## src/rtl/alu_exec_unit.sv

```systemverilog
`default_nettype none
// ============================================================================
// Module   : alu_exec_unit
// Brief    : RV32I integer/branch/jump execute stage. Issued ops are computed
//            combinationally, queued in a small result FIFO and broadcast on
//            the common data bus one per cycle under a cdb_ready handshake.
//            Optional saturating issue/taken counters behind ALU_STAT_EN.
// Revision : 1.0 - initial release
// ============================================================================
module alu_exec_unit #(
    parameter int DATA_W    = 32,
    parameter int ADDR_W    = 32,
    parameter int ROB_W     = 4,
    parameter int OP_W      = 6,
    parameter int RES_DEPTH = 4
) (
    input  logic              clk,
    input  logic              rst,
    input  logic              rdy,
    input  logic              jump_wrong,
    input  logic              alu_enable,
    input  logic [OP_W-1:0]   to_alu_op,
    input  logic [DATA_W-1:0] to_alu_rs1_value,
    input  logic [DATA_W-1:0] to_alu_rs2_value,
    input  logic [DATA_W-1:0] to_alu_imm,
    input  logic [ADDR_W-1:0] to_alu_pc,
    input  logic [ROB_W-1:0]  to_alu_rd_renaming,
    output logic              alu_full,
    input  logic              cdb_ready,
    output logic              alu_broadcast,
    output logic [DATA_W-1:0] alu_cbd_value,
    output logic [ROB_W-1:0]  alu_update_rename,
    output logic              alu_jump,
    output logic [ADDR_W-1:0] alu_jump_target
`ifdef ALU_STAT_EN
    ,
    output logic [31:0]       stat_issued,
    output logic [31:0]       stat_taken
`endif
);

    localparam int c_PTR_W = $clog2(RES_DEPTH);
    localparam int c_CNT_W = c_PTR_W + 1;

    // Decoded op codes shared with the issue logic
    localparam logic [OP_W-1:0] c_OP_LUI   = OP_W'(1);
    localparam logic [OP_W-1:0] c_OP_AUIPC = OP_W'(2);
    localparam logic [OP_W-1:0] c_OP_JAL   = OP_W'(3);
    localparam logic [OP_W-1:0] c_OP_JALR  = OP_W'(4);
    localparam logic [OP_W-1:0] c_OP_BEQ   = OP_W'(5);
    localparam logic [OP_W-1:0] c_OP_BNE   = OP_W'(6);
    localparam logic [OP_W-1:0] c_OP_BLT   = OP_W'(7);
    localparam logic [OP_W-1:0] c_OP_BGE   = OP_W'(8);
    localparam logic [OP_W-1:0] c_OP_BLTU  = OP_W'(9);
    localparam logic [OP_W-1:0] c_OP_BGEU  = OP_W'(10);
    localparam logic [OP_W-1:0] c_OP_ADDI  = OP_W'(11);
    localparam logic [OP_W-1:0] c_OP_SLTI  = OP_W'(12);
    localparam logic [OP_W-1:0] c_OP_SLTIU = OP_W'(13);
    localparam logic [OP_W-1:0] c_OP_XORI  = OP_W'(14);
    localparam logic [OP_W-1:0] c_OP_ORI   = OP_W'(15);
    localparam logic [OP_W-1:0] c_OP_ANDI  = OP_W'(16);
    localparam logic [OP_W-1:0] c_OP_SLLI  = OP_W'(17);
    localparam logic [OP_W-1:0] c_OP_SRLI  = OP_W'(18);
    localparam logic [OP_W-1:0] c_OP_SRAI  = OP_W'(19);
    localparam logic [OP_W-1:0] c_OP_ADD   = OP_W'(20);
    localparam logic [OP_W-1:0] c_OP_SUB   = OP_W'(21);
    localparam logic [OP_W-1:0] c_OP_SLL   = OP_W'(22);
    localparam logic [OP_W-1:0] c_OP_SLT   = OP_W'(23);
    localparam logic [OP_W-1:0] c_OP_SLTU  = OP_W'(24);
    localparam logic [OP_W-1:0] c_OP_XOR   = OP_W'(25);
    localparam logic [OP_W-1:0] c_OP_SRL   = OP_W'(26);
    localparam logic [OP_W-1:0] c_OP_SRA   = OP_W'(27);
    localparam logic [OP_W-1:0] c_OP_OR    = OP_W'(28);
    localparam logic [OP_W-1:0] c_OP_AND   = OP_W'(29);

    logic              w_use_imm;
    logic [DATA_W-1:0] w_op2;
    logic [4:0]        w_shamt;
    logic              w_eq;
    logic              w_lt_s;
    logic              w_lt_u;
    logic [ADDR_W-1:0] w_pc_plus4;
    logic [ADDR_W-1:0] w_pc_plus_imm;
    logic [DATA_W-1:0] w_jalr_sum;
    logic [DATA_W-1:0] w_value;
    logic              w_jump;
    logic [ADDR_W-1:0] w_target;
    logic              w_push;
    logic              w_pop;

    logic [c_PTR_W-1:0] r_head;
    logic [c_PTR_W-1:0] r_tail;
    logic [c_CNT_W-1:0] r_count;
    logic [DATA_W-1:0]  r_val_mem [RES_DEPTH];
    logic [ROB_W-1:0]   r_tag_mem [RES_DEPTH];
    logic               r_jmp_mem [RES_DEPTH];
    logic [ADDR_W-1:0]  r_tgt_mem [RES_DEPTH];

    logic               r_broadcast;
    logic [DATA_W-1:0]  r_value;
    logic [ROB_W-1:0]   r_tag;
    logic               r_jump;
    logic [ADDR_W-1:0]  r_target;

    // I-type ALU ops take the immediate as second operand
    always_comb begin
        w_use_imm = 1'b0;
        case (to_alu_op)
            c_OP_ADDI, c_OP_SLTI, c_OP_SLTIU, c_OP_XORI, c_OP_ORI,
            c_OP_ANDI, c_OP_SLLI, c_OP_SRLI, c_OP_SRAI: w_use_imm = 1'b1;
            default: w_use_imm = 1'b0;
        endcase
    end

    assign w_op2         = w_use_imm ? to_alu_imm : to_alu_rs2_value;
    assign w_shamt       = w_op2[4:0];
    assign w_eq          = (to_alu_rs1_value == w_op2);
    assign w_lt_s        = ($signed(to_alu_rs1_value) < $signed(w_op2));
    assign w_lt_u        = (to_alu_rs1_value < w_op2);
    assign w_pc_plus4    = to_alu_pc + ADDR_W'(4);
    assign w_pc_plus_imm = to_alu_pc + ADDR_W'(to_alu_imm);
    assign w_jalr_sum    = to_alu_rs1_value + to_alu_imm;

    // Result, taken flag and target of the op currently on the issue port
    always_comb begin
        w_value  = '0;
        w_jump   = 1'b0;
        w_target = '0;
        case (to_alu_op)
            c_OP_ADD, c_OP_ADDI:   w_value = to_alu_rs1_value + w_op2;
            c_OP_SUB:              w_value = to_alu_rs1_value - w_op2;
            c_OP_SLL, c_OP_SLLI:   w_value = to_alu_rs1_value << w_shamt;
            c_OP_SRL, c_OP_SRLI:   w_value = to_alu_rs1_value >> w_shamt;
            c_OP_SRA, c_OP_SRAI:   w_value = $signed(to_alu_rs1_value) >>> w_shamt;
            c_OP_SLT, c_OP_SLTI:   w_value = {{(DATA_W-1){1'b0}}, w_lt_s};
            c_OP_SLTU, c_OP_SLTIU: w_value = {{(DATA_W-1){1'b0}}, w_lt_u};
            c_OP_AND, c_OP_ANDI:   w_value = to_alu_rs1_value & w_op2;
            c_OP_OR, c_OP_ORI:     w_value = to_alu_rs1_value | w_op2;
            c_OP_XOR, c_OP_XORI:   w_value = to_alu_rs1_value ^ w_op2;
            c_OP_LUI:              w_value = to_alu_imm;
            c_OP_AUIPC:            w_value = DATA_W'(w_pc_plus_imm);
            c_OP_JAL: begin
                w_value  = DATA_W'(w_pc_plus4);
                w_jump   = 1'b1;
                w_target = w_pc_plus_imm;
            end
            c_OP_JALR: begin
                w_value  = DATA_W'(w_pc_plus4);
                w_jump   = 1'b1;
                w_target = ADDR_W'(w_jalr_sum) & ~ADDR_W'(1);
            end
            c_OP_BEQ, c_OP_BNE, c_OP_BLT, c_OP_BGE, c_OP_BLTU, c_OP_BGEU: begin
                case (to_alu_op)
                    c_OP_BEQ:  w_jump = w_eq;
                    c_OP_BNE:  w_jump = ~w_eq;
                    c_OP_BLT:  w_jump = w_lt_s;
                    c_OP_BGE:  w_jump = ~w_lt_s;
                    c_OP_BLTU: w_jump = w_lt_u;
                    default:   w_jump = ~w_lt_u;
                endcase
                w_target = w_jump ? w_pc_plus_imm : w_pc_plus4;
            end
            default: ;
        endcase
    end

    // A pop frees the head slot, so a push into a full FIFO is still legal then
    assign w_pop    = rdy & ~jump_wrong & cdb_ready & (r_count != '0);
    assign w_push   = alu_enable & rdy & ~jump_wrong &
                      ((r_count != c_CNT_W'(RES_DEPTH)) | w_pop);
    assign alu_full = (r_count >= c_CNT_W'(RES_DEPTH - 1));

    // FIFO pointers and occupancy; a flush empties the queue outright
    always_ff @(posedge clk or negedge rst) begin
        if (!rst) begin
            r_head  <= '0;
            r_tail  <= '0;
            r_count <= '0;
        end else if (jump_wrong) begin
            r_head  <= '0;
            r_tail  <= '0;
            r_count <= '0;
        end else begin
            if (w_push) r_tail <= r_tail + c_PTR_W'(1);
            if (w_pop)  r_head <= r_head + c_PTR_W'(1);
            case ({w_push, w_pop})
                2'b10:   r_count <= r_count + c_CNT_W'(1);
                2'b01:   r_count <= r_count - c_CNT_W'(1);
                default: ;
            endcase
        end
    end

    // Result storage; contents are don't-care until written
    always_ff @(posedge clk) begin
        if (w_push) begin
            r_val_mem[r_tail] <= w_value;
            r_tag_mem[r_tail] <= to_alu_rd_renaming;
            r_jmp_mem[r_tail] <= w_jump;
            r_tgt_mem[r_tail] <= w_target;
        end
    end

    // Bus output registers: payload holds, valid pulses once per pop
    always_ff @(posedge clk or negedge rst) begin
        if (!rst) begin
            r_broadcast <= 1'b0;
            r_value     <= '0;
            r_tag       <= '0;
            r_jump      <= 1'b0;
            r_target    <= '0;
        end else begin
            r_broadcast <= w_pop;
            if (w_pop) begin
                r_value  <= r_val_mem[r_head];
                r_tag    <= r_tag_mem[r_head];
                r_jump   <= r_jmp_mem[r_head];
                r_target <= r_tgt_mem[r_head];
            end
        end
    end

    assign alu_broadcast     = r_broadcast;
    assign alu_cbd_value     = r_value;
    assign alu_update_rename = r_tag;
    assign alu_jump          = r_jump;
    assign alu_jump_target   = r_target;

`ifdef ALU_STAT_EN
    logic [31:0] r_stat_issued;
    logic [31:0] r_stat_taken;

    // Saturating activity counters, untouched by misprediction flushes
    always_ff @(posedge clk or negedge rst) begin
        if (!rst) begin
            r_stat_issued <= '0;
            r_stat_taken  <= '0;
        end else begin
            if (w_push && (r_stat_issued != 32'hFFFF_FFFF))
                r_stat_issued <= r_stat_issued + 32'd1;
            if (w_pop && r_jmp_mem[r_head] && (r_stat_taken != 32'hFFFF_FFFF))
                r_stat_taken <= r_stat_taken + 32'd1;
        end
    end

    assign stat_issued = r_stat_issued;
    assign stat_taken  = r_stat_taken;
`endif

endmodule
`default_nettype wire

```

## config.mk

```make
export PLATFORM = sky130hd
export DESIGN_NAME = alu_exec_unit
export DESIGN_NICKNAME = d
export VERILOG_FILES = /design/src/rtl/alu_exec_unit.sv
export SDC_FILE = /design/constraint.sdc
export NUM_CORES = 1
export LEC_CHECK = 0
export CAP_MARGIN = 20
export CELL_PAD_IN_SITES_DETAIL_PLACEMENT = 1
export CELL_PAD_IN_SITES_GLOBAL_PLACEMENT = 2
export CORE_MARGIN = 5
export CORE_UTILIZATION = 35
export DETAILED_ROUTE_END_ITERATION = 10
export GPL_TIMING_DRIVEN = 0
export PLACE_DENSITY_LB_ADDON = 0.1
export SLEW_MARGIN = 20
export SYNTH_ARGS = -nofsm -noshare
export SYNTH_HDL_FRONTEND = slang
export SYNTH_SLANG_ARGS = --single-unit
```

## constraint.sdc

```tcl
create_clock -name clk -period 3.05 [get_ports clk]
set_input_delay 0.61 -clock clk [delete_from_list [all_inputs] [get_ports clk]]
set_output_delay 0.61 -clock clk [all_outputs]
set_load 0.02 [all_outputs]
```

==> results of run 1 <==
==> routing by layer <==
metal / global-route usage (%) / vias up
li1: - / 11900
met1: 45.4 / 14400
met2: 56.0 / 1337
met3: 4.48 / 276
met4: 15.2 / 2
met5: 0 / -
==> cell usage in the layout (no fill, tap or decap), types with 24 or more instances in the layout <==
cell and instances:
sky130_fd_sc_hd__a211oi_1 28, sky130_fd_sc_hd__a21o_1 58, sky130_fd_sc_hd__a21oi_1 186, sky130_fd_sc_hd__a21oi_2 26
sky130_fd_sc_hd__buf_12 28, sky130_fd_sc_hd__buf_4 138, sky130_fd_sc_hd__buf_6 37, sky130_fd_sc_hd__clkbuf_1 71
sky130_fd_sc_hd__clkbuf_16 40, sky130_fd_sc_hd__clkbuf_2 24, sky130_fd_sc_hd__clkdlybuf4s50_1 198, sky130_fd_sc_hd__dfrtp_1 77
sky130_fd_sc_hd__edfxtp_1 276, sky130_fd_sc_hd__ha_1 128, sky130_fd_sc_hd__ha_4 26, sky130_fd_sc_hd__inv_1 93
sky130_fd_sc_hd__mux2_2 30, sky130_fd_sc_hd__mux2i_1 83, sky130_fd_sc_hd__mux4_2 71, sky130_fd_sc_hd__nand2_1 408
sky130_fd_sc_hd__nand3_1 55, sky130_fd_sc_hd__nand4_1 26, sky130_fd_sc_hd__nor2_1 185, sky130_fd_sc_hd__nor3_1 71
sky130_fd_sc_hd__o211ai_1 61, sky130_fd_sc_hd__o21ai_0 114, sky130_fd_sc_hd__xnor2_1 51, sky130_fd_sc_hd__xor2_1 47
==> power by group <==
part | internal [mW] | leakage [nW] | switching, mW
Clock | 1.86 | 0.428 | 1.65
Combinational | 2.75 | 10.0 | 4.37
Sequential | 5.59 | 3.43 | 0.186
Total | 10.2 | 13.9 | 6.20
==> registers in the layout, summed over array words and instances, names as in the netlist <==
signal,count
alu_broadcast,1
alu_cbd_value,32
alu_jump,1
alu_jump_target,32
alu_update_rename,4
r_count,3
r_head,2
r_jmp_mem,4
r_tag_mem,16
r_tail,2
r_tgt_mem,128
r_val_mem,128
==> what timing repair did <==
action                                  CTS  global route
resized for setup                       382           249
buffers inserted                        105            69
pin swaps                               101           113
endpoints found under the hold margin    21             0
hold buffers                              1             0
gates cloned                              4             4
endpoints found under the setup margin  260           260
==> area by class of cell <==
class	instances	area, um^2
inverter	118	510
sequential	353	10200
timing repair buffer	399	4040
tap	1040	1300
clock inverter	12	55.1
antenna	3	7.51
buffer	172	1370
fill	8521	41100
multi-input combinational	2272	18400
clock buffer	40	812
==> logic make-up (layout without fill, tap and decap cells) <==
kind of cell / Yosys count / in the layout / share of synthesized area (%)
AND/OR/NAND/NOR: 940 / 940 / 15.5
flip-flops: 353 / 353 / 37.2
multiplexers: 208 / 208 / 11.0
adder cells (fa/ha/maj): 160 / 160 / 7.39
XOR/XNOR: 106 / 106 / 3.38
buffers and inverters: 300 / 741 / 4.34
AO/OA/AOI/OAI: 858 / 858 / 21.2
other: 0 / 3 / 0
==> path summary, 6_finish.rpt <==
| path | cells after the start | to |
|---|---|---|
| setup / recovery | 21 | r_tgt_mem[1][10] |
| hold reg to reg | 2 | alu_jump_target[25] |
| hold / removal | 2 | r_head[1] |
| setup reg to reg | 6 | alu_cbd_value[5] |
| min in group asynchronous | 2 | alu_cbd_value[12] |
| max in group asynchronous | 3 | alu_jump_target[9] |
==> metrics by stage <==
| stage | instances | power, mW | setup TNS, ns | hold WS [ns] | setup slack [ns] |
|---|---|---|---|---|---|
| finish | 4409 | 16.4 | -480.43 | 0.422 | -2.21 |
| global route | 4406 | 17.0 | -494.82 | 0.463 | -2.30 |
| CTS | 4343 | 15.9 | -474.50 | 0.414 | -2.23 |
| detailed placement | 4188 | 11.7 | -1011.18 | 0.465 | -4.63 |
| global placement | 4178 | 11.6 | -1654.08 | 0.459 | -4.48 |
| floorplan | 2925 | 9.05 | -517.18 | 0.314 | -2.09 |
==> Implementation_results.wiki, run 1 <==
{| class="wikitable"
! Metric !! Value
|-
| Synth area leader || sky130_fd_sc_hd__edfxtp_1
|-
| Antenna violations before repair || 6
|-
| Min-delay src || jump_wrong
|-
| Reported max-cap violation count || 0
|-
| Endpoint required time on the critical path || 3.32 ns
|-
| Worst-skew pair later-pin latency || 0.57 ns
|-
| Achievable Freq || 190 MHz
|-
| Worst clock skew on the final layout || 0.0451 ns
|-
| Least setup slack across all paths after layout || -2.21 ns
|-
| Maximum level of the CTS H-tree || 1
|-
| Warnings from Yosys || 0
|-
| Worst slew margin relative to its limit || 15.8%
|-
| Clock period minus worst slack || 5.26 ns
|-
| Post-detailed-placement half-perimeter wirelength || 121,000 um
|-
| Ranking of synthesized cells by area || sky130_fd_sc_hd__edfxtp_1 (30%), sky130_fd_sc_hd__ha_1 (7.1%), sky130_fd_sc_hd__dfrtp_1 (7.0%)
|-
| Longest Clk Path Bufs || 3
|-
| TritonCTS clock tree || built
|-
| Most used cell, CP || sky130_fd_sc_hd__buf_12
|-
| Ordered cell list for the critical path || buf_12 > or4b_4 > o21a_4 > buf_12 > buf_12 > mux2_4 > inv_4 > ha_4 > buf_8 > nor4_4 > nand4_1 > buf_6 > or3_4 > nor4b_4 > a21boi_1 > mux2i_1 > nor2_1 > a211o_1 > a22o_4 > buf_12 > a221o_2
|-
| Starting DRT DRC Count || 2,794
|-
| Sequential element share of the synthesized area || 37.2%
|-
| DRC violation count after routing || 0
|-
| Hold Vio Cnt, Final || 0
|-
| Number of nets in the layout || 3,648
|-
| Number of register bits inferred by synthesis || 353
|-
| Biggest cell delay along the critical path || 0.56 ns
|-
| Most used flip-flop cell after synthesis || sky130_fd_sc_hd__edfxtp_1
|-
| Worst Max-Slew Pin Slew || 1.26 ns
|-
| Launch point of the critical path || to_alu_op[5]
|-
| Count of TritonRoute iterations in the first routing pass || 8
|-
| Post-layout util || 47.2%
|-
| Routed length per instance || 34.9 um
|-
| Die outline width || 290 um
|-
| Final standard cell area without fillers || 36,700 um^2
|-
| Highest signal layer in the routed design || met5
|-
| Routability cong. || 1.01
|-
| Violated checks || setup timing
|-
| First-pass GRT wire length || 212,000 um
|-
| Total clock buffers created by CTS || 28
|-
| Number of enable-type register cells in the synthesized netlist || 276
|-
| Yosys cell types || 90
|-
| Post-route ant nets || 0
|-
| Met3 WL || 11,000 um
|-
| WL met2 || 70,800 um
|-
| Overall die area || 84,300 um^2
|-
| Category of the critical setup timing path || input port to register
|-
| Worst reg-to-reg setup slack || 0.20 ns
|-
| Class of the worst hold path || input port to register
|-
| Count of final setup violators || 260
|-
| Routed met1 length || 63,100 um
|-
| Largest net degree at the start of global routing || 57
|-
| Data arrival time of the critical path || 5.53 ns
|-
| Total detailed-routing wirelength || 154,000 um
|-
| Port Buffers || 213
|-
| Placement Rows || 102
|-
| Leakage power || 13.9 nW
|-
| Share of final-layout standard cells stronger than drive strength 1 || 22.6%
|-
| Starting utilization of the core area || 35.4%
|-
| Core Box Area || 77,700 um^2
|-
| Instance area after placement || 31,900 um^2
|-
| Clock-pin slew on the worst setup and hold paths || 0.07 ns
|-
| GR Overflow Total || 0
|-
| Mapped Nets || 3,229
|-
| Cell with the most instances after synthesis || sky130_fd_sc_hd__nand2_1
|-
| Cell area power density || 447 nW/um^2
|-
| Height of the chip || 290 um
|-
| Per-instance average area after synthesis || 9.40 um^2
|-
| Kind of cell with the highest combined delay on the critical path || simple AND/OR/NAND/NOR gates
|-
| Post-synth top area share || 30.1%
|-
| Buffer type at the clock tree root || sky130_fd_sc_hd__clkbuf_16
|-
| Startpoint class of the critical path || input port
|-
| Proportion of register bits with asynchronous set or reset after synthesis || 21.8%
|-
| All-layer global routing usage || 34.2%
|-
| Setup repair after global routing missed its margin || true
|-
| Outcome || complete, but fails checks
|-
| Crit path max-delay cell type || sky130_fd_sc_hd__or4b_4
|-
| Cell area after technology mapping || 27,500 um^2
|-
| Vias in the first global route || 28,100
|-
| Io pins || 215
|-
| Max Fanout on Critical Path || 7
|-
| Critical path capture point type || register
|-
| Sinks on the clock net || 353
|-
| WP buf/inv || 7
|-
| Final Cycle Share || 172%
|-
| Via count || 27,900
|-
| Gate Count Post-Synth || 2,925
|-
| IR Drop Worst-Case VDD || 0.000394 V
|-
| Start of the worst register-to-register path || r_count[1]
|-
| Top cells by instance count after synthesis || sky130_fd_sc_hd__nand2_1 (418), sky130_fd_sc_hd__edfxtp_1 (276), sky130_fd_sc_hd__a21oi_1 (218), sky130_fd_sc_hd__nor2_1 (192), sky130_fd_sc_hd__ha_1 (156)
|-
| Vias per Instance || 6.33
|-
| Area added between synthesis and finish || 33.3%
|-
| Final Slew Violations || 0
|}
No activity file was read; power rests on OpenSTA's default activity.
==> run 2, diff against run 1 <==
- REMOVE_ABC_BUFFERS: not set -> 1
==> Implementation_results.wiki, run 2 (synthesis gave the netlist of run 1 again) <==
{| class="wikitable"
! Metric !! Value
|-
| Violated checks || setup timing (unchanged)
|-
| Count of final setup violators || 260 (unchanged)
|-
| Leakage power || 13.6 nW (was 13.9 nW)
|-
| Highest-count cells in the layout ignoring fill and taps || sky130_fd_sc_hd__nand2_1 (413), sky130_fd_sc_hd__edfxtp_1 (276), sky130_fd_sc_hd__clkdlybuf4s50_1 (197) (was sky130_fd_sc_hd__nand2_1 (408), sky130_fd_sc_hd__edfxtp_1 (276), sky130_fd_sc_hd__clkdlybuf4s50_1 (198))
|-
| Overall die area || 84,300 um^2 (unchanged)
|-
| GR Overflow Total || 0 (unchanged)
|-
| Final Power || 16.1 mW (was 16.4 mW)
|-
| Data arrival time of the critical path || 5.39 ns (was 5.53 ns)
|-
| All-layer global routing usage || 30.5% (was 34.2%)
|-
| Class of the worst hold path || input port to register (unchanged)
|-
| Largest registers || r_tgt_mem x128, r_val_mem x128 (unchanged)
|-
| Number of nets in the layout || 3,532 (was 3,648)
|-
| Core Box Area || 77,700 um^2 (unchanged)
|-
| Post-route ant nets || 0 (unchanged)
|-
| Leading cell type in the layout, fill and taps excluded || sky130_fd_sc_hd__nand2_1 (unchanged)
|-
| IR Drop Worst-Case VDD || 0.000403 V (was 0.000394 V)
|-
| Total clock buffers created by CTS || 31 (was 28)
|-
| Smallest hold slack || 0.475 ns (was 0.422 ns)
|-
| Routed length per instance || 31.9 um (was 34.9 um)
|-
| Endpoint required time on the critical path || 3.33 ns (was 3.32 ns)
|-
| Least setup slack across all paths after layout || -2.06 ns (was -2.21 ns)
|-
| Share of final-layout standard cells stronger than drive strength 1 || 21.7% (was 22.6%)
|-
| Category of the critical setup timing path || input port to register (unchanged)
|-
| Cell area power density || 446 nW/um^2 (was 447 nW/um^2)
|-
| Int Power || 10.3 mW (was 10.2 mW)
|-
| DRC violation count after routing || 0 (unchanged)
|-
| TritonCTS clock tree || built (unchanged)
|-
| Worst-skew pair later-pin latency || 0.55 ns (was 0.57 ns)
|-
| Final Slew Violations || 0 (unchanged)
|-
| Clock-pin slew on the worst setup and hold paths || 0.06 ns (was 0.07 ns)
|-
| Area added between synthesis and finish || 30.9% (was 33.3%)
|-
| Achievable Freq || 196 MHz (was 190 MHz)
|-
| Fraction of power spent switching nets || 36.2% (was 37.8%)
|-
| Count of TritonRoute iterations in the first routing pass || 5 (was 8)
|-
| Antenna violations before repair || 2 (was 6)
|-
| Die outline width || 290 um (unchanged)
|-
| Maximum level of the CTS H-tree || 1 (unchanged)
|-
| Worst Max-Slew Pin Slew || 1.22 ns (was 1.26 ns)
|-
| Starting utilization of the core area || 35.4% (unchanged)
|-
| Vias per Instance || 6.27 (was 6.33)
|-
| Port Buffers || 214 (was 213)
|-
| Sequential Power Share || 36.0% (was 35.2%)
|-
| Worst slew margin relative to its limit || 18.6% (was 15.8%)
|-
| Routability cong. || 0.975 (was 1.01)
|-
| Io pins || 215 (unchanged)
|-
| Height of the chip || 290 um (unchanged)
|-
| Final standard cell area without fillers || 36,000 um^2 (was 36,700 um^2)
|-
| Longest Clk Path Bufs || 3 (unchanged)
|-
| Buffer type at the clock tree root || sky130_fd_sc_hd__clkbuf_16 (unchanged)
|-
| Sinks on the clock net || 353 (unchanged)
|-
| First-pass GRT wire length || 193,000 um (was 212,000 um)
|-
| Placement Rows || 102 (unchanged)
|-
| Worst clock skew on the final layout || 0.00825 ns (was 0.0451 ns)
|-
| Critical path capture point type || register (unchanged)
|-
| Logic gate share of total power || 40.7% (was 43.4%)
|-
| Clock period minus worst slack || 5.11 ns (was 5.26 ns)
|-
| Vias in the first global route || 26,800 (was 28,100)
|-
| Largest net degree at the start of global routing || 67 (was 57)
|-
| Via count || 26,900 (was 27,900)
|-
| Startpoint class of the critical path || input port (unchanged)
|-
| Hold Vio Cnt, Final || 0 (unchanged)
|-
| Outcome || complete, but fails checks (unchanged)
|-
| Setup repair after global routing missed its margin || true (unchanged)
|-
| Total detailed-routing wirelength || 137,000 um (was 154,000 um)
|-
| Max Fanout on Critical Path || 7 (unchanged)
|-
| Switching pwr || 5.81 mW (was 6.20 mW)
|-
| Post-detailed-placement half-perimeter wirelength || 98,200 um (was 121,000 um)
|-
| Final Cycle Share || 168% (was 172%)
|-
| Clock Power Share || 23.3% (was 21.4%)
|-
| Instance area after placement || 31,000 um^2 (was 31,900 um^2)
|-
| Starting DRT DRC Count || 2,503 (was 2,794)
|-
| Reported max-cap violation count || 0 (unchanged)
|}
==> run 2: worst paths after layout <==
kind	startpoint	depth (start not counted)	endpoint	slack (ns)
worst max-delay path	to_alu_op[0]	21	r_tgt_mem[0][26]	-2.06
worst min-delay path	jump_wrong	2	r_tail[0]	0.47
worst max register to register	r_count[2]	10	r_head[1]	0.19
worst min register to register	alu_jump	2	alu_jump	0.48
max in group asynchronous	rst	3	r_head[0]	1.87
min in group asynchronous	rst	2	alu_update_rename[1]	0.52
==> run 2: cell type report <==
class,count,area [um^2]
multi-input cells,2284,18300
fillers,8426,41700
diodes,5,12.5
flip-flops and latches,353,10200
repair buffers,440,4630
clock inverters,9,75.1
inverters,118,518
clock buffers,48,901
well taps,1040,1300
==> run 2: stage by stage <==
stage	setup TNS [ns]	worst slack, ns	std cells	utilization [%]
after global placement	-4121.79	-16.13	3997	38.8
after floorplan	-1405.08	-6.97	2743	-
after CTS	-460.55	-2.09	4199	43.9
after detailed placement	-1382.87	-5.74	4048	39.9
final	-431.52	-2.06	4297	46.3
after global routing	-448.63	-2.16	4293	46.3
==> run 2: power groups by stage <==
stage,registers [mW],logic [mW],clock network (mW)
floorplan,6.21,2.59,0
global placement,5.89,5.22,0
detailed placement,5.89,5.34,0
CTS,5.79,5.92,3.83
global route,5.82,6.86,4.04
finish,5.78,6.54,3.75
==> run 2: what timing repair did <==
| action | 4_1_cts | 5_1_grt |
|---|---|---|
| cloned | 16 | 3 |
| setup endpoints to repair | 261 | 264 |
| setup buffers | 77 | 90 |
| hold buffers | 1 | 0 |
| gates resized for setup | 267 | 232 |
| endpoints found under the hold margin | 24 | 0 |
| pin swaps | 72 | 101 |
==> run 2: per-layer routing <==
layer  vias to the layer above  track usage (%)  wire length (um)
met3                       263             4.10              9340
met4                         0             11.3              6850
met5                         -                0                 0
met1                     13800             42.3             58800
li1                      11700                -                 -
met2                      1120             49.1             62300
==> run 2: worst max-delay path, stage by stage <==
cell	delay (ns)
sky130_fd_sc_hd__buf_8	0.12
sky130_fd_sc_hd__buf_12	0.13
sky130_fd_sc_hd__a21oi_4	0.24
sky130_fd_sc_hd__buf_6	0.14
sky130_fd_sc_hd__buf_4	0.10
sky130_fd_sc_hd__buf_12	0.10
sky130_fd_sc_hd__o21a_4	0.23
sky130_fd_sc_hd__mux2_4	0.34
sky130_fd_sc_hd__inv_4	0.07
sky130_fd_sc_hd__ha_4	0.22
sky130_fd_sc_hd__nor4_4	0.38
sky130_fd_sc_hd__nand4_1	0.16
sky130_fd_sc_hd__buf_6	0.17
sky130_fd_sc_hd__or3_4	0.37
sky130_fd_sc_hd__nor4b_4	0.28
sky130_fd_sc_hd__a21boi_1	0.11
sky130_fd_sc_hd__mux2i_1	0.24
sky130_fd_sc_hd__nor2_4	0.07
sky130_fd_sc_hd__a211o_4	0.37
sky130_fd_sc_hd__a22o_4	0.41
sky130_fd_sc_hd__a221o_2	0.50
